**config.mk**
```make
export PLATFORM = sky130hd
export DESIGN_NAME = pipe_stage_chain
export DESIGN_NICKNAME = d
export VERILOG_FILES = /design/src/rtl/pipe_stage_chain.sv
export SDC_FILE = /design/constraint.sdc
export NUM_CORES = 1
export LEC_CHECK = 0
export ABC_AREA = 1
export BUFFER_PORTS_ARGS = -buffer_cell sky130_fd_sc_hd__buf_2
export CAP_MARGIN = 10
export CORE_MARGIN = 2
export CORE_UTILIZATION = 55
export DETAILED_ROUTE_END_ITERATION = 16
export GPL_TIMING_DRIVEN = 0
export HOLD_SLACK_MARGIN = 0.06
export PLACE_DENSITY_LB_ADDON = 0.15
export SLEW_MARGIN = 20
export SYNTH_ARGS = -nofsm -noshare
export SYNTH_HDL_FRONTEND = slang
export SYNTH_SLANG_ARGS = --single-unit
```
**constraint.sdc**
```tcl
create_clock -name clk -period 9.37 [get_ports clk]
set_input_delay 1.4055 -clock clk [delete_from_list [all_inputs] [get_ports clk]]
set_output_delay 1.4055 -clock clk [all_outputs]
set_load 0.02 [all_outputs]
```
**src/rtl/pipe_stage_chain.sv**
```systemverilog
// Elastic pipeline-register chain: DEPTH stages of {valid, data} with valid/ready
// handshake, bubble collapsing, global stall, per-stage squash and a saturating squash counter.
module pipe_stage_chain #(
  parameter int                WIDTH   = 32,
  parameter int                DEPTH   = 4,
  parameter logic [WIDTH-1:0]  NOP_VAL = '0,
  parameter int                CNT_W   = 16
) (
  input  logic                         clk,
  input  logic                         rst,
  input  logic                         in_valid,
  input  logic [WIDTH-1:0]             in_data,
  output logic                         in_ready,
  output logic                         out_valid,
  output logic [WIDTH-1:0]             out_data,
  input  logic                         out_ready,
  input  logic                         stall,
  input  logic [DEPTH-1:0]             flush_mask,
  output logic [$clog2(DEPTH+1)-1:0]   occupancy,
  output logic [CNT_W-1:0]             squash_cnt
);

  localparam int OCC_W = $clog2(DEPTH+1);
  localparam int SUM_W = ((CNT_W > OCC_W) ? CNT_W : OCC_W) + 1;

  logic [DEPTH-1:0] r_valid;
  logic [WIDTH-1:0] r_data [DEPTH];
  logic [CNT_W-1:0] r_squash_cnt;

  logic [DEPTH-1:0] w_eff_valid;
  logic [DEPTH:0]   w_ready;
  logic [DEPTH-1:0] w_src_valid;
  logic [WIDTH-1:0] w_src_data [DEPTH];
  logic [OCC_W-1:0] w_occ;
  logic [OCC_W-1:0] w_sq_pop;
  logic [SUM_W-1:0] w_sum;
  logic [CNT_W-1:0] w_cnt_next;

  // A squashed item no longer counts as live, so its slot reads as free this cycle.
  assign w_eff_valid = r_valid & ~flush_mask;

  always_comb begin
    w_ready        = '0;
    w_ready[DEPTH] = out_ready & ~stall;
    for (int i = DEPTH - 1; i >= 0; i--) begin
      w_ready[i] = ~stall & (~w_eff_valid[i] | w_ready[i+1]);
    end
  end

  genvar gi;
  generate
    for (gi = 0; gi < DEPTH; gi++) begin : g_src
      if (gi == 0) begin : g_head
        assign w_src_valid[gi] = in_valid;
        assign w_src_data[gi]  = in_data;
      end else begin : g_body
        assign w_src_valid[gi] = w_eff_valid[gi-1];
        assign w_src_data[gi]  = r_data[gi-1];
      end
    end
  endgenerate

  // Load beats squash: a vacated slot may take the upstream item on the same edge.
  always_ff @(posedge clk or posedge rst) begin
    if (rst) begin
      for (int i = 0; i < DEPTH; i++) begin
        r_valid[i] <= 1'b0;
        r_data[i]  <= NOP_VAL;
      end
    end else begin
      for (int i = 0; i < DEPTH; i++) begin
        if (w_ready[i]) begin
          r_valid[i] <= w_src_valid[i];
          r_data[i]  <= w_src_data[i];
        end else if (flush_mask[i]) begin
          r_valid[i] <= 1'b0;
          r_data[i]  <= NOP_VAL;
        end
      end
    end
  end

  always_comb begin
    w_occ    = '0;
    w_sq_pop = '0;
    for (int i = 0; i < DEPTH; i++) begin
      w_occ    = w_occ + OCC_W'(r_valid[i]);
      w_sq_pop = w_sq_pop + OCC_W'(r_valid[i] & flush_mask[i]);
    end
  end

  // Any carry above CNT_W means the true count no longer fits: pin at all-ones.
  assign w_sum      = SUM_W'(r_squash_cnt) + SUM_W'(w_sq_pop);
  assign w_cnt_next = (|w_sum[SUM_W-1:CNT_W]) ? {CNT_W{1'b1}} : w_sum[CNT_W-1:0];

  always_ff @(posedge clk or posedge rst) begin
    if (rst) begin
      r_squash_cnt <= '0;
    end else begin
      r_squash_cnt <= w_cnt_next;
    end
  end

  assign in_ready   = w_ready[0] & ~rst;
  assign out_valid  = w_eff_valid[DEPTH-1];
  assign out_data   = r_data[DEPTH-1];
  assign occupancy  = w_occ;
  assign squash_cnt = r_squash_cnt;

endmodule

```
==> results.json <==
{
  "post-route-period-util_pct": 46.0,
  "synth_seq_cells": 148,
  "drt-wirelength-per-cell_um": 14.5,
  "antenna_cells": 0,
  "rrSetupSlack_ns": 6.47,
  "io_buffers": 93,
  "post-place-ws_ns": 5.09,
  "die_h_um": 111,
  "seq_area_um2": 3700,
  "drive_above_1_share_pct": 21.9,
  "tightest_slew_ns": 0.586,
  "cp-start-kind": "input port",
  "start_util_pct": 57.1,
  "io_pins": 94,
  "arrival_ns": 2.90,
  "cts.sinks": 148,
  "reg2regPathDepth": 11,
  "syn_inst": 665,
  "final_cell_mix": "dfrtp_1, nand3_1, nand2_1, buf_2, inv_1",
  "crit_type": "input port to output port",
  "ys_types": 26,
  "fin_skew_ns": 0.00744,
  "layout_commonest_cell": "dfrtp_1",
  "hold_depth": 2,
  "cts_inserted_buffers": 17,
  "numPlacedInstances": 899,
  "clk_latency_ns": 0.41,
  "worstHoldStart": "r_data[108]",
  "status": "finished clean",
  "dpl.hpwl_mm": 9.65,
  "cp_max_fo": 10,
  "drt_iter0_drc": 300,
  "overflow": 0,
  "drc": 0,
  "tritoncts": "done",
  "fmax_ghz": 0.232,
  "cts.repair.resized": 0,
  "wl_mm": 13.5,
  "p_leak_nw": 3.90,
  "die_area_um2": 12300,
  "worst_setup_path_end_kind": "output port",
  "clk_pin_slew_ns": 0.05,
  "drv_cap": 0,
  "antenna_found_initial": 0,
  "coreArea_um2": 11000,
  "viasPerCell": 5.27,
  "finalHoldViolCount": 0,
  "postCtsHoldBufs": 0,
  "fillCellCount": 852,
  "tns_ns": 0,
  "htree_levels": 4,
  "yosys_warnings": 0,
  "syn2layout_area_growth_pct": 21.0,
  "fin_ws_ns": 5.06,
  "worstReg2RegStart": "r_valid[3]",
  "min_delay_worst_endpoint": "r_data[108]",
  "post_cts_buffers": 0,
  "grt_use_total_pct": 23.5,
  "finalMaxSlewViolations": 0,
  "hp-class": "register to register",
  "clockBufferDepth": 2,
  "peakVddDrop_mv": 0.130,
  "final_cells": 931,
  "rsz0062_at_grt": "false",
  "cp.required_ns": 7.96,
  "rows": 38,
  "multi_input_area_um2": 1830,
  "nNetsFinal": 826,
  "die-width_um": 111,
  "grt_pass1_wl_mm": 23.1,
  "p_per_area_nw_per_um2": 220,
  "grt_max_degree": 79,
  "ys_seq_area_share_pct": 59.1,
  "finalSetupViolations": 0,
  "ant_nets": 0,
  "gp_congestion": 0.876,
  "cts_root_buf": "clkbuf_16",
  "period_needed_ns": 4.31,
  "grt_pass1_vias": 4899,
  "r2r-end": "squash_cnt[13]",
  "syn-num-nets": 713,
  "vias": 4905,
  "synth.avg_cell_area_um2": 9.43,
  "first_pass_iters": 5,
  "relSlewSlack_pct": 61.0,
  "syn_area_um2": 6270
}
==> state kept, by name, summed over array words and instances, names as in the netlist <==
name / count
squash_cnt: 16
out_data: 32
r_valid: 4
r_data: 96
==> power breakdown <==
part	internal [W]	switching (W)	total, W
Combinational	0.0000755	0.000137	0.000212
Clock	0.000472	0.000256	0.000728
Sequential	0.000693	0.0000318	0.000725
Total	0.00124	0.000424	0.00167
==> area by class of cell <==
cell class              instances  share of cell area, %
clock inverters                13                   2.71
inverters                      93                   4.70
plain buffers                  66                   5.13
well taps                     140                   2.31
multi-input cells             358                   24.1
flip-flops and latches        148                   48.8
repair buffers                 94                   6.50
clock buffers                  19                   5.71
==> per-layer routing <==
metal / routed length [um] / GRT usage, %
met1: 5760 / 30.8
met2: 6800 / 39.1
met3: 746 / 5.25
met4: 205 / 7.58
met5: 0 / 0
==> Yosys cell counts <==
library cell  number  area [um^2]
dfrtp_1          148         3700
nand3_1          109          546
nand2_1          102          383
inv_1             91          342
o21ai_0           45          225
buf_4             35          263
o22ai_1           32          200
o21ai_1           30          150
clkbuf_1          23         86.3
nor2_1            13         48.8
buf_2              8         40.0
nor3_1             5         25.0
fa_1               4         80.1
ha_1               3         37.5
nand4_1            3         18.8
nand3b_1           2         15.0
o21bai_4           2         37.5
xor2_1             2         17.5
a21oi_1            1         5.00
a31oi_1            1         6.26
a32o_1             1         10.0
clkinv_1           1         3.75
inv_2              1         3.75
nand2_2            1         6.26
nand3_2            1         10.0
nor4_1             1         6.26
==> critical path: stages <==
cell	delay, ns
buf_2	0.12
inv_2	0.13
nand3_2	0.11
o21bai_4	0.25
nand2_2	0.21
o21bai_4	0.26
buf_4	0.21
nor2_1	0.05
buf_2	0.15
==> worst max-delay path by stage <==
| stage | startpoint | to | cells past startpoint |
|---|---|---|---|
| finish | flush_mask[3] | in_ready | 9 |
| detailed placement | flush_mask[3] | in_ready | 9 |
| floorplan | rst | out_data[0] | 1 |
| global placement | rst | r_data[109] | 2 |
| global route | flush_mask[3] | in_ready | 9 |
| CTS | flush_mask[3] | in_ready | 9 |
==> cells by family (layout without fill, tap and decap cells) <==
family                   Yosys count  count (layout)  synth area share [%]
adder cells (fa/ha/maj)            7               7                  1.88
AND/OR/NAND/NOR                  237             237                  16.9
XOR/XNOR                           2               2                 0.279
flip-flops                       148             148                  59.1
AO/OA/AOI/OAI                    112             112                  10.1
buffers and inverters            159             285                  11.8
==> through the flow <==
| stage | utilization (%) | total power [W] | hold slack (ns) | cell area [um^2] |
|---|---|---|---|---|
| global placement | 62.9 | 0.000939 | 0.482 | 6910 |
| floorplan | - | 0.000876 | 0.469 | 6270 |
| detailed placement | 63.2 | 0.000948 | 0.487 | 6950 |
| finish | 69.0 | 0.00167 | 0.498 | 7580 |
| global route | 69.0 | 0.00174 | 0.519 | 7580 |
| CTS | 69.0 | 0.00168 | 0.500 | 7580 |
Power figures use the tool's default switching activity.
